## src/rtl/display_pkg.sv

```systemverilog
// Shared types and constants for the 7-segment scan controller.
// Also provides the counter-width helper used by the top.
package display_pkg;

  typedef enum logic {
    BLANK = 1'b0,
    SHOW  = 1'b1
  } scan_state_t;

  localparam logic [1:0] SEL_RAW  = 2'd0;
  localparam logic [1:0] SEL_CORR = 2'd1;
  localparam logic [1:0] SEL_SYND = 2'd2;
  localparam logic [1:0] SEL_RSVD = 2'd3;

  localparam int MAX_DIGITS = 8;

  // Never returns zero, so a 1-tick phase still gets a real flop.
  function automatic int cnt_width(input int a, input int b);
    int m;
    m = (a > b) ? a : b;
    return (m <= 1) ? 1 : $clog2(m);
  endfunction

endpackage

```

## src/rtl/display_scan_ctrl_if.sv

```systemverilog
// Bus between the scan controller and its environment: enable, source request,
// digit word in; mux select, nibble, anodes and frame pulse out.
interface display_scan_ctrl_if #(
  parameter int N_DIGITS = 4
);
  logic                    en_i;
  logic [1:0]              sel_i;
  logic [4*N_DIGITS-1:0]   digits_i;
  logic [1:0]              e_mux_o;
  logic [3:0]              digit_o;
  logic [N_DIGITS-1:0]     an_o;
  logic                    frame_o;

  modport master (
    output en_i, sel_i, digits_i,
    input  e_mux_o, digit_o, an_o, frame_o
  );

  modport slave (
    input  en_i, sel_i, digits_i,
    output e_mux_o, digit_o, an_o, frame_o
  );
endinterface

```

## src/rtl/scan_timer.sv

```systemverilog
// Terminal-count phase counter: counts 0..limit, then wraps to 0 on its own.
// clr forces it back to 0 and overrides the terminal count.
module scan_timer #(
  parameter int W = 1
) (
  input  logic         clk,
  input  logic         rst,
  input  logic         clr,
  input  logic [W-1:0] limit,
  output logic [W-1:0] cnt,
  output logic         last
);

  logic [W-1:0] cnt_q;
  logic [W-1:0] cnt_d;

  assign last = (cnt_q == limit);
  assign cnt  = cnt_q;

  always_comb begin
    cnt_d = cnt_q + W'(1);
    if (clr || last) begin
      cnt_d = '0;
    end
  end

  always_ff @(posedge clk) begin
    if (rst) begin
      cnt_q <= '0;
    end else begin
      cnt_q <= cnt_d;
    end
  end

endmodule

```

## src/rtl/display_scan_ctrl.sv

```systemverilog
// Multiplexed 7-segment scan: blank gap then lit phase per digit, all outputs registered.
// The word-mux source select only changes on the wrap from the last digit back to digit 0.
module display_scan_ctrl
  import display_pkg::*;
#(
  parameter int N_DIGITS    = 4,
  parameter int DIG_TICKS   = 27000,
  parameter int BLANK_TICKS = 270
) (
  input  logic                clk,
  input  logic                rst,
  display_scan_ctrl_if.slave  bus
);

  localparam int CW = cnt_width(DIG_TICKS, BLANK_TICKS);
  localparam int IW = (N_DIGITS <= 2) ? 1 : $clog2(N_DIGITS);

  localparam logic [CW-1:0] BLANK_LIM = CW'(BLANK_TICKS - 1);
  localparam logic [CW-1:0] DIG_LIM   = CW'(DIG_TICKS - 1);
  localparam logic [IW-1:0] IDX_LAST  = IW'(N_DIGITS - 1);

  scan_state_t         state_q, state_d;
  logic [IW-1:0]       idx_q, idx_d;
  logic [N_DIGITS-1:0] an_q, an_d;
  logic [3:0]          digit_q, digit_d;
  logic [1:0]          e_mux_q, e_mux_d;
  logic [1:0]          pend_sel_q, pend_sel_d;
  logic                frame_q, frame_d;

  logic [3:0]          nib;
  logic [CW-1:0]       limit;
  logic [CW-1:0]       cnt;
  logic                last;

  assign limit = (state_q == SHOW) ? DIG_LIM : BLANK_LIM;

  scan_timer #(.W(CW)) u_timer (
    .clk   (clk),
    .rst   (rst),
    .clr   (~bus.en_i),
    .limit (limit),
    .cnt   (cnt),
    .last  (last)
  );

  a_cnt_bound: assert property (@(posedge clk) disable iff (rst) cnt <= limit);

  always_comb begin
    nib = 4'h0;
    for (int k = 0; k < N_DIGITS; k++) begin
      if (idx_q == IW'(k)) begin
        nib = bus.digits_i[4*k +: 4];
      end
    end
  end

  always_comb begin
    state_d    = state_q;
    idx_d      = idx_q;
    digit_d    = digit_q;
    e_mux_d    = e_mux_q;
    frame_d    = 1'b0;
    pend_sel_d = (bus.sel_i != SEL_RSVD) ? bus.sel_i : pend_sel_q;

    // Disable overrides a coincident wrap: no pulse and no select update.
    if (!bus.en_i) begin
      state_d = BLANK;
      idx_d   = '0;
    end else begin
      case (state_q)
        BLANK: begin
          digit_d = nib;
          if (last) begin
            state_d = SHOW;
          end
        end
        SHOW: begin
          if (last) begin
            state_d = BLANK;
            if (idx_q == IDX_LAST) begin
              idx_d   = '0;
              frame_d = 1'b1;
              e_mux_d = pend_sel_q;
            end else begin
              idx_d = idx_q + IW'(1);
            end
          end
        end
      endcase
    end

    for (int k = 0; k < N_DIGITS; k++) begin
      an_d[k] = !((state_d == SHOW) && (idx_d == IW'(k)));
    end
  end

  always_ff @(posedge clk) begin
    if (rst) begin
      state_q    <= BLANK;
      idx_q      <= '0;
      an_q       <= '1;
      digit_q    <= 4'h0;
      e_mux_q    <= SEL_RAW;
      pend_sel_q <= SEL_RAW;
      frame_q    <= 1'b0;
    end else begin
      state_q    <= state_d;
      idx_q      <= idx_d;
      an_q       <= an_d;
      digit_q    <= digit_d;
      e_mux_q    <= e_mux_d;
      pend_sel_q <= pend_sel_d;
      frame_q    <= frame_d;
    end
  end

  assign bus.an_o    = an_q;
  assign bus.digit_o = digit_q;
  assign bus.e_mux_o = e_mux_q;
  assign bus.frame_o = frame_q;

endmodule

```

## src/flat_wrapper.sv

```systemverilog
// flat-port wrapper written by rule: the top's interface ports become plain ports
module display_scan_ctrl_flat import display_pkg::*;
#(
  parameter int N_DIGITS    = 4,
  parameter int DIG_TICKS   = 27000,
  parameter int BLANK_TICKS = 270
)
  (clk, rst, bus_en_i, bus_sel_i, bus_digits_i, bus_e_mux_o, bus_digit_o, bus_an_o, bus_frame_o);
  display_scan_ctrl_if #(.N_DIGITS(N_DIGITS)) bus_i ();
  input  logic clk;
  input  logic rst;
  input wire logic [$bits(bus_i.en_i)-1:0] bus_en_i;
  input wire logic [$bits(bus_i.sel_i)-1:0] bus_sel_i;
  input wire logic [$bits(bus_i.digits_i)-1:0] bus_digits_i;
  output wire logic [$bits(bus_i.e_mux_o)-1:0] bus_e_mux_o;
  output wire logic [$bits(bus_i.digit_o)-1:0] bus_digit_o;
  output wire logic [$bits(bus_i.an_o)-1:0] bus_an_o;
  output wire logic [$bits(bus_i.frame_o)-1:0] bus_frame_o;
  assign bus_i.en_i = bus_en_i;
  assign bus_i.sel_i = bus_sel_i;
  assign bus_i.digits_i = bus_digits_i;
  assign bus_e_mux_o = bus_i.e_mux_o;
  assign bus_digit_o = bus_i.digit_o;
  assign bus_an_o = bus_i.an_o;
  assign bus_frame_o = bus_i.frame_o;
  display_scan_ctrl #(.N_DIGITS(N_DIGITS), .DIG_TICKS(DIG_TICKS), .BLANK_TICKS(BLANK_TICKS)) u_core (.clk(clk), .rst(rst), .bus(bus_i));
endmodule
```

## config.mk

```make
export PLATFORM = sky130hd
export DESIGN_NAME = display_scan_ctrl_flat
export DESIGN_NICKNAME = d
export VERILOG_FILES = /design/src/rtl/display_pkg.sv /design/src/rtl/display_scan_ctrl_if.sv /design/src/rtl/scan_timer.sv /design/src/rtl/display_scan_ctrl.sv /design/src/flat_wrapper.sv
export SDC_FILE = /design/constraint.sdc
export NUM_CORES = 1
export LEC_CHECK = 0
export BUFFER_PORTS_ARGS = -buffer_cell sky130_fd_sc_hd__buf_2
export CAP_MARGIN = 5
export CORE_ASPECT_RATIO = 1.2
export CORE_MARGIN = 2
export CORE_UTILIZATION = 40
export CTS_CLUSTER_SIZE = 25
export DETAILED_ROUTE_END_ITERATION = 10
export HOLD_SLACK_MARGIN = 0.1
export SLEW_MARGIN = 20
export SYNTH_ARGS = -nofsm -noshare
export SYNTH_HDL_FRONTEND = slang
export SYNTH_SLANG_ARGS = --single-unit
export TNS_END_PERCENT = 5
```

## constraint.sdc

```tcl
create_clock -name clk -period 2.65 [get_ports clk]
set_input_delay 0.1325 -clock clk [delete_from_list [all_inputs] [get_ports clk]]
set_output_delay 0.1325 -clock clk [all_outputs]
set_load 0.005 [all_outputs]
```

==> results of run 1 <==
state kept, by name, summed over array words and instances (netlist names):
| name | count |
|---|---|
| u_core.pend_sel_q | 2 |
| u_core.bus.e_mux_o | 2 |
| u_core.bus.an_o | 4 |
| u_core.state_q | 1 |
| u_core.idx_q | 2 |
| u_core.bus.frame_o | 1 |
| u_core.bus.digit_o | 4 |
| u_core.u_timer.cnt | 15 |
power groups by stage:
stage / clock [uW] / combinational, uW / sequential, uW
2_1_floorplan: 0 / 22.9 / 488
3_3_place_gp: 0 / 47.4 / 488
3_5_place_dp: 0 / 47.2 / 488
4_1_cts: 375 / 47.5 / 478
5_1_grt: 401 / 54.3 / 479
6_report: 362 / 46.7 / 478
cells by family (layout without fill, tap and decap cells):
family                   after synthesis  in the layout  share of synthesized area
AND/OR/NAND/NOR                       88             88                      0.325
flip-flops                            31             31                      0.379
AO/OA/AOI/OAI                         24             24                      0.104
buffers and inverters                 16             48                     0.0444
XOR/XNOR                              12             12                     0.0643
adder cells (fa/ha/maj)                6              6                     0.0459
multiplexers                           6              6                     0.0367
through the flow:
step | total power (uW) | area (um^2) | util
2_1_floorplan | 511 | 1640 | -
3_3_place_gp | 535 | 1830 | 0.463
3_5_place_dp | 535 | 1830 | 0.463
4_1_cts | 901 | 1910 | 0.486
5_1_grt | 934 | 1910 | 0.486
6_report | 887 | 1910 | 0.486
Yosys cell counts, drive strengths merged:
cell type,number,area (um^2)
nand4b,1,8.76
nor3,25,181
nor2b,3,18.8
nand3,8,45.0
a211oi,2,27.5
nand4,6,37.5
mux2i,6,60.1
nor2,12,45.0
a21oi,9,45.0
and3,6,38.8
nor4,4,25.0
xor2,3,26.3
and2,1,6.26
a221oi,4,35.0
nor3b,4,30.0
o21ai,5,25.0
nand3b,1,7.51
xnor2,9,78.8
nand2b,2,12.5
dfxtp,31,621
o31ai,3,22.5
clkbuf,4,15.0
inv,9,33.8
or3,1,11.3
o21a,1,15.0
or4,2,18.8
nand2,12,45.0
ha,6,75.1
buf,3,23.8
layout make-up:
type | count | area (um^2)
Clock buffer | 6 | 82.6
Clock inverter | 1 | 5.00
Fill cell | 405 | 2030
Inverter | 9 | 33.8
Multi-Input combinational cell | 136 | 942
Sequential cell | 31 | 621
Tap cell | 54 | 67.6
Timing Repair Buffer | 32 | 163
per-layer routing:
layer,up-vias,wire length [um]
li1,719,-
met2,29,1520
met1,599,1500
met4,0,34
met5,-,0
met3,5,179
worst paths after layout:
kind,from,endpoint,cells after the start
setup / recovery,u_core.u_timer.cnt[6]$_SDFF_PP0_,u_core.bus.an_o[1]$_SDFF_PP1_,8
hold / removal,bus_sel_i[1],u_core.pend_sel_q[1]$_SDFFE_PP0P_,2
setup reg to reg,u_core.u_timer.cnt[6]$_SDFF_PP0_,u_core.bus.an_o[1]$_SDFF_PP1_,8
hold reg to reg,u_core.bus.digit_o[1]$_SDFFE_PP0P_,u_core.bus.digit_o[1]$_SDFFE_PP0P_,2
critical path: cells and delay by family, from the launching register on:
kind                       cells  cell delay, ns
AOI/OAI and AO/OA              2            0.38
adders and majority gates      1            0.26
buffers and inverters          1            0.10
DFF                            1            0.36
muxes                          1            0.11
and+or+nand+nor                3            0.93
==> results.md, run 1 <==
- Outcome: finished, final reports clean
- R2R Setup Slk: 0.46 ns
- Post-route insts no fill: 269
- Layout cells sized above 1: 0.256
- Initial Util: 0.415
- RD Place Congestion: 0.818
- Total Wirelength: approximately 3.2 mm
- Post_cts resized: 0
- Number of global-route vias before repair: 1299
- Number of nets in the layout: between 200 and 250
- Max cap viols: 0
- GRT busiest layer: met2
- Post-DRT Antenna Nets: 0
- Hold WS: 0.123 ns
- Post-CTS Setup Inserts: 0
- CP Class: flip-flop to flip-flop
- Net Sw Frac: 0.211
- Slew @ Worst Pin: roughly 0.86 ns
- PwrDens: 463 nW/um^2
- Number of diodes: 0
- Minimum clock period: around 2.2 ns
- Met1 Usage GRT: 0.176
- Core area: ~3900 um^2
- Starting DRT DRC Count: 75
- Max VDD drop: 0.299 mV
- I/O Buffers: 31
- Clock network fraction of design power: 0.408
- Seq cells post-synth: 31
- Critical Path AT: 2.40 ns
- Pleak: 0.000716 uW
- I/O pin total: 32
- Initial antenna violation count: 0
- CTS Hold Bufs: 0
- Area growth syn-to-layout: 17.1%
- CTS tree: yes
- Int Power: 699 uW
- CTS root buf: clkbuf_8
- DR WL/cell: 12.0 um
- H-tree levels: 2
- Clk_lat worst skew: between 0.2 and 0.3 ns
- Synth Net Count: 210
- Syn_area_per_cell: between 8 and 9 um^2
- Routed vias/inst: 5.03
- CP peak stage delay: roughly 0.56 ns
- DR pass1 iterations: 4
- CTS max path bufs: 2
- Met3 Use GR: 0.0454
- Pre-CTS WS: 0.472 ns
- Max Slew Vio Count: 0
- Post-synth cell types: 37
- Slowest-stage cell, CP: or4_4
- RSZ-0062 raised after global routing: no
- F_max: 457 MHz
- Rows: 25
- Setup crit end kind: flip-flop
- Post-Syn Area: 1640 um^2
- Commonest non-fill, non-tap cells in the layout: buf_2, dfxtp_1, nor3_1, nand2_1, nor2_1
- Global Route Usage Sum: 0.155
- Routed vias: 1352
- Die width: 62.4 um
- Syn Inst Count: 183
- Register area share after synthesis: 0.379
- Sequential Power Share: 0.539
- Post-placement cell count: 262
- Switch Pwr: 187 uW
- Clock-pin slew on the worst setup and hold paths: 0.06 ns
- Final hold vios: 0
- Worst-path fanout max: 6
- Critical path startpoint category: flip-flop
- Hold WC Path Type: primary input to flip-flop
- Largest net degree at the start of global routing: 18
- Global-route wire length before repair: approximately 5.7 mm
- Final worst path period share: 0.826
- Combinational share of power: 0.053
- Worst Skew: 0.00517 ns
- GRT overflow: 0
- Yosys warnings: 0
- CP required: 2.86 ns
- Die area: 4620 um^2
- Sink Count: 31
- Setup slack after layout: between 0.4 and 0.5 ns
- # setup viols final: 0
- Post-DP HPWL: 2.41 mm
- Relative slew slack: 0.424
- Chip Height: 74.0 um
- Cell Chain, Critical Path: or4_4 > o21a_4 > a211oi_4 > ha_1 > nand3b_1 > inv_1 > and3_1 > mux2i_1
- Total CTS buffers: 5
- M2 GR Usage: 0.280
- Setup TNS: 0 ns
- Residual DRC count: 0
Note: power is estimated with default switching activity, not from simulation.
==> run 2: changes to the inputs <==
- clock period: 2.65 -> 1.9 ns (I/O delays scaled with it)
==> run 2 against run 1 <==
Against the previous run: the flow now finishes with violations (setup timing); maximum frequency up 8.6%; wire length increased by 16%; via count grew 12%; sequential share of layout area shrank 3.6 points; critical path type unchanged.
==> results.md, run 2 (synthesis gave the netlist of run 1 again) <==
- Max VDD drop: 0.396 mV (+32%)
- Critical path startpoint category: flip-flop
- Largest net degree at the start of global routing: 18 (unchanged)
- Number of nets in the layout: 265 (+9.5%)
- Post-CTS Setup Inserts: 0 (unchanged)
- Fin util: 0.548 (+0.0619)
- Outcome: complete, but fails checks
- Hold WC Path Type: primary input to flip-flop
- Setup crit end kind: flip-flop
- Residual DRC count: 0 (unchanged)
- Final worst path period share: 1.06 (+0.235)
- Total CTS buffers: 5 (unchanged)
- Setup slack after layout: -0.116 ns (-0.576 ns)
- Commonest non-fill, non-tap cells in the layout: buf_2, dfxtp_1, buf_4
- Routed vias: 1518 (+12%)
- Max Slew Vio Count: 0 (unchanged)
- Minimum clock period: 2.02 ns (-0.174 ns)
- Core area: 3940 um^2 (unchanged)
- Critical Path AT: 2.18 ns (-0.22 ns)
- Cell Chain, Critical Path: or4_4 > o21a_4 > a211oi_4 > ha_4 > nand3b_1 > buf_4 > nor3_2 > mux2i_1
- Worst-path fanout max: 4 (-2)
- Slowest-stage cell, CP: or4_4
- H-tree levels: 2 (unchanged)
- Sink Count: 31 (unchanged)
- Max cap viols: 0 (unchanged)
- Area growth syn-to-layout: 32.0%
- Clk_lat worst skew: 0.28 ns (about the same)
- CP peak stage delay: 0.53 ns (-0.03 ns)
- Net Sw Frac: 0.212 (+0.000761)
- CP required: 2.06 ns (-0.80 ns)
- Int Power: 1030 uW (+47%)
- Combinational share of power: 0.058 (+0.005)
- Worst Skew: 0.00337 ns (-0.00181 ns)
- Buf/Inv on CP: 1 (unchanged)
- Total power: 1310 uW (+47%)
- RSZ-0062 raised after global routing: yes
- Routed vias/inst: 5.18 (+3.1%)
- I/O Buffers: 31 (unchanged)
- Leading cell type in the layout, fill and taps excluded: buf_2
- Failing checks: setup timing
- Slew @ Worst Pin: 0.397 ns (-0.467 ns)
- Layout cells sized above 1: 0.351 (+0.0957)
- Number of diodes: 0 (unchanged)
- F_max: 496 MHz (+8.6%)
- Pleak: 0.000844 uW (+18%)
- Initial antenna violation count: 0 (unchanged)
- Reg with most FFs: u_core.u_timer.cnt
- Max reg flops: 15 (unchanged)
- Global-route wire length before repair: 6.38 mm (+12%)
- Hold WS: 0.152 ns (+0.0285 ns)
- Switch Pwr: 276 uW (+48%)
- CTS max path bufs: 2 (unchanged)
- DR pass1 iterations: 4 (unchanged)
- CTS root buf: clkbuf_8
- # fillers: 358 (-12%)
- Post-DRT Antenna Nets: 0 (unchanged)
- Sequential Power Share: 0.510 (-0.029)
- Relative slew slack: 0.735 (+0.312)
- GRT overflow: 0 (unchanged)
- Clock network fraction of design power: 0.432 (+0.024)
- I/O pin total: 32 (unchanged)
- RD Place Congestion: 0.806 (-1.5%)
- Die width: 62.4 um (unchanged)
- Final hold vios: 0 (unchanged)
- Chip Height: 74.0 um (unchanged)
- Total Wirelength: 3.73 mm (+16%)
- Number of global-route vias before repair: 1514 (+17%)
- Starting DRT DRC Count: 51 (-32%)
- Rows: 25 (unchanged)
- Die area: 4620 um^2 (unchanged)
- Delay-heaviest family, CP: simple AND/OR/NAND/NOR gates
- Initial Util: 0.415 (unchanged)
- # setup viols final: 4 (+4)
- PwrDens: 605 nW/um^2 (+31%)
- DR WL/cell: 12.7 um (+6.1%)
- Post-DP HPWL: 2.85 mm (+18%)
- CTS tree: yes
- Global Route Usage Sum: 0.177 (+0.0215)
- CP Class: flip-flop to flip-flop
- Clock-pin slew on the worst setup and hold paths: 0.06 ns (about the same)
==> run 2: final timing paths <==
| check | startpoint | to | slack [ns] | depth (start not counted) |
|---|---|---|---|---|
| worst max-delay path | u_core.u_timer.cnt[14]$_SDFF_PP0_ | u_core.bus.an_o[2]$_SDFF_PP1_ | -0.12 | 8 |
| worst min-delay path | rst | u_core.bus.e_mux_o[1]$_SDFFE_PP0P_ | 0.15 | 2 |
| worst max register to register | u_core.u_timer.cnt[14]$_SDFF_PP0_ | u_core.bus.an_o[2]$_SDFF_PP1_ | -0.12 | 8 |
| worst min register to register | u_core.bus.digit_o[0]$_SDFFE_PP0P_ | u_core.bus.digit_o[0]$_SDFFE_PP0P_ | 0.51 | 2 |
==> run 2: cell type report <==
cell class                 count  area [um^2]  share of cell area
multi-input combinational    136          995               0.461
tap                           54         67.6              0.0313
clock buffer                   8          100              0.0464
inverter                       9         33.8              0.0157
sequential                    31          622               0.288
timing repair buffer          55          340               0.158
==> run 2: routing by layer <==
layer  part of all wire  vias to the layer above  routed length, um  track usage
li1                   -                      768                  -            -
met3              0.051                        7                190       0.0590
met4              0.022                        0                 82       0.0889
met2               0.52                       44               1930        0.343
met5                  0                        -                  0            0
met1               0.41                      699               1530        0.170
==> run 2: power by group through the flow <==
stage | logic [uW] | clock network (uW) | registers [uW]
floorplan | 31.9 | 0 | 681
global placement | 69.2 | 0 | 679
detailed placement | 72.8 | 0 | 680
global route | 85.0 | 618 | 666
CTS | 76.3 | 584 | 665
finish | 75.3 | 564 | 665
==> run 2: repair_timing <==
item                       4_1_cts  5_1_grt
cloned                           0        0
hold buffers                     2        0
resized for setup                3        1
hold endpoints to repair         2        0
setup endpoints to repair        4        6
==> run 2: through the flow <==
| stage | cell area (um^2) | setup WS [ns] | std cells | setup TNS (ns) |
|---|---|---|---|---|
| after global routing | 2160 | -0.222 | 293 | -0.917 |
| after floorplan | 1670 | -0.323 | 183 | -1.54 |
| after global placement | 2020 | -0.0717 | 283 | -0.196 |
| final | 2160 | -0.116 | 293 | -0.386 |
| after detailed placement | 2020 | -0.126 | 283 | -0.391 |
| after CTS | 2150 | -0.128 | 293 | -0.401 |
==> run 3: changes to the inputs <==
- MAX_ROUTING_LAYER: not set -> met4
==> run 3 against run 2 <==
Against the previous run: the run still ends with setup timing left; clock-buffer cell count unchanged; non-clock buffer count unchanged; final area unchanged; wire length increased by 0.54%; cell count unchanged; register-to-register slack about the same; die area unchanged; sequential share of layout area unchanged; critical path depth unchanged; via count decreased by 0.72%; maximum frequency decreased by 0.23%; critical path type unchanged.
==> results.md, run 3 (synthesis gave the netlist of run 1 again) <==
- Outcome: complete, but fails checks
- Failing checks: setup timing
- Rows: 25 (unchanged)
- Die width: 62.4 um (unchanged)
- R2R Setup Slk: -0.12 ns (about the same)
- Setup slack after layout: -0.121 ns (-0.00464 ns)
- Worst Skew: 0.00287 ns (-0.000498 ns)
- CTS tree: yes
- Total Wirelength: 3.75 mm (+0.54%)
- Global Route Usage Sum: 0.182 (+0.00571)
- Pleak: 0.000844 uW (unchanged)
- Post-DP HPWL: 2.85 mm (unchanged)
- Critical path origin: u_core.u_timer.cnt[14]$_SDFF_PP0_
- Largest net degree at the start of global routing: 18 (unchanged)
- GRT overflow: 0 (unchanged)
- HP Start: rst
- Minimum clock period: 2.02 ns (+0.00464 ns)
- Routed vias: 1507 (-0.72%)
- Leading cell type in the layout, fill and taps excluded: buf_2
- Max VDD drop: 0.393 mV (-0.62%)
- CTS root buf: clkbuf_8
- Layout cells sized above 1: 0.351 (unchanged)
- Max cap viols: 0 (unchanged)
- Final worst path period share: 1.06 (+0.00244)
- Hold WC Path Type: primary input to flip-flop
- DR WL/cell: 12.8 um (+0.54%)
- Clk_lat worst skew: 0.28 ns (about the same)
- RD Place Congestion: 0.817 (+1.5%)
- Post-DP Area: 2020 um^2 (unchanged)
- CP Class: flip-flop to flip-flop
- Area growth syn-to-layout: 32.0% (unchanged)
- Worst-path fanout max: 4 (unchanged)
- Global-route wire length before repair: 6.38 mm (+0.11%)
- Cell Chain, Critical Path: or4_4 > o21a_4 > a211oi_4 > ha_4 > nand3b_1 > buf_4 > nor3_2 > mux2i_1
- # setup viols final: 4 (unchanged)
- Slowest-stage cell, CP: or4_4
- Hold Crit Depth: 2 (unchanged)
- RSZ-0062 raised after global routing: yes
- Number of global-route vias before repair: 1514 (unchanged)
- FF-to-FF path depth: 8 (unchanged)
- Clock-pin slew on the worst setup and hold paths: 0.06 ns (about the same)
- Total power: 1300 uW (about the same)
- Starting DRT DRC Count: 47 (-7.8%)
- CP required: 2.06 ns (about the same)
- Delay-heaviest family, CP: simple AND/OR/NAND/NOR gates
- Hold WS: 0.151 ns (-0.000338 ns)
- Post-CTS Setup Inserts: 0 (unchanged)
- CP peak stage delay: 0.53 ns (about the same)
- R2R Path End: u_core.bus.an_o[2]$_SDFF_PP1_
- Sink Count: 31 (unchanged)
- Slew @ Worst Pin: 0.396 ns (-0.000804 ns)
- Post-layout instance area: 2160 um^2 (unchanged)
- Routed vias/inst: 5.14 (-0.72%)
- F_max: 495 MHz (-0.23%)
- DR pass1 iterations: 4 (unchanged)
- H-tree levels: 2 (unchanged)
- Buf/Inv on CP: 1 (unchanged)
- Initial antenna violation count: 0 (unchanged)
- Number of diodes: 0 (unchanged)
- Residual DRC count: 0 (unchanged)
- PwrDens: 604 nW/um^2 (about the same)
- I/O pin total: 32 (unchanged)
- Total CTS buffers: 5 (unchanged)
- Critical Path AT: 2.18 ns (about the same)
- Max reg flops: 15 (unchanged)
- Die area: 4620 um^2 (unchanged)
- Reg with most FFs: u_core.u_timer.cnt
- Core area: 3940 um^2 (unchanged)
- Chip Height: 74.0 um (unchanged)
- Max Slew Vio Count: 0 (unchanged)
- Commonest non-fill, non-tap cells in the layout: buf_2, dfxtp_1, buf_4
- Initial Util: 0.415 (unchanged)
- Critical path startpoint category: flip-flop
- Reg2reg start: u_core.u_timer.cnt[14]$_SDFF_PP0_
- Setup crit end kind: flip-flop
- Number of nets in the layout: 265 (unchanged)
- I/O Buffers: 31 (unchanged)
- Relative slew slack: 0.736 (about the same)
- Final hold vios: 0 (unchanged)
- Post-DRT Antenna Nets: 0 (unchanged)
- Worst Hold End: u_core.bus.e_mux_o[1]$_SDFFE_PP0P_
- CTS max path bufs: 2 (unchanged)
## run 3: worst register-to-register path: cells and delay by family (launching register included)
kind | cells | cell delay, ns
AO/OA/AOI/OAI | 2 | 0.35
AND/OR/NAND/NOR | 3 | 0.82
adder cells (fa/ha/maj) | 1 | 0.16
multiplexers | 1 | 0.09
buffers and inverters | 1 | 0.18
flip-flops | 1 | 0.31
## run 3: layout make-up
type	count	area [um^2]
Fill cell	358	1780
Multi-Input combinational cell	136	995
Sequential cell	31	622
Timing Repair Buffer	55	340
Clock buffer	8	100
Tap cell	54	67.6
Inverter	9	33.8
## run 3: repair_timing
item | CTS | global route
endpoints found under the hold margin | 2 | 0
hold buffers | 2 | 0
setup endpoints to repair | 4 | 6
resized for setup | 3 | 1
## run 3: metrics by stage
stage / setup TNS, ns / cells / setup slack (ns) / utilization
3_5_place_dp: -0.391 / 283 / -0.126 / 0.512
5_1_grt: -0.917 / 293 / -0.222 / 0.548
3_3_place_gp: -0.196 / 283 / -0.0717 / 0.512
4_1_cts: -0.401 / 293 / -0.128 / 0.546
2_1_floorplan: -1.54 / 183 / -0.323 / -
6_report: -0.405 / 293 / -0.121 / 0.548
## run 3: worst max-delay path by stage
stage	endpoint	depth (start not counted)
6_report	u_core.bus.an_o[2]$_SDFF_PP1_	8
5_1_grt	u_core.bus.an_o[2]$_SDFF_PP1_	8
4_1_cts	u_core.bus.an_o[3]$_SDFF_PP1_	7
3_5_place_dp	u_core.bus.an_o[3]$_SDFF_PP1_	8
3_3_place_gp	u_core.bus.an_o[2]$_SDFF_PP1_	8
2_1_floorplan	u_core.bus.an_o[1]$_SDFF_PP1_	9
## run 3: power breakdown
group	internal (uW)	switching (uW)
Sequential	660	5.30
Clock	330	234
Combinational	38.4	36.9
## run 3: routing by layer
layer	share of wire	GRT usage	routed length, um	vias up
li1	-	-	-	767
met1	0.41	0.169	1550	691
met2	0.52	0.344	1940	42
met3	0.049	0.0590	183	7
met4	0.021	0.0889	79	0
met5	0	-	0	-
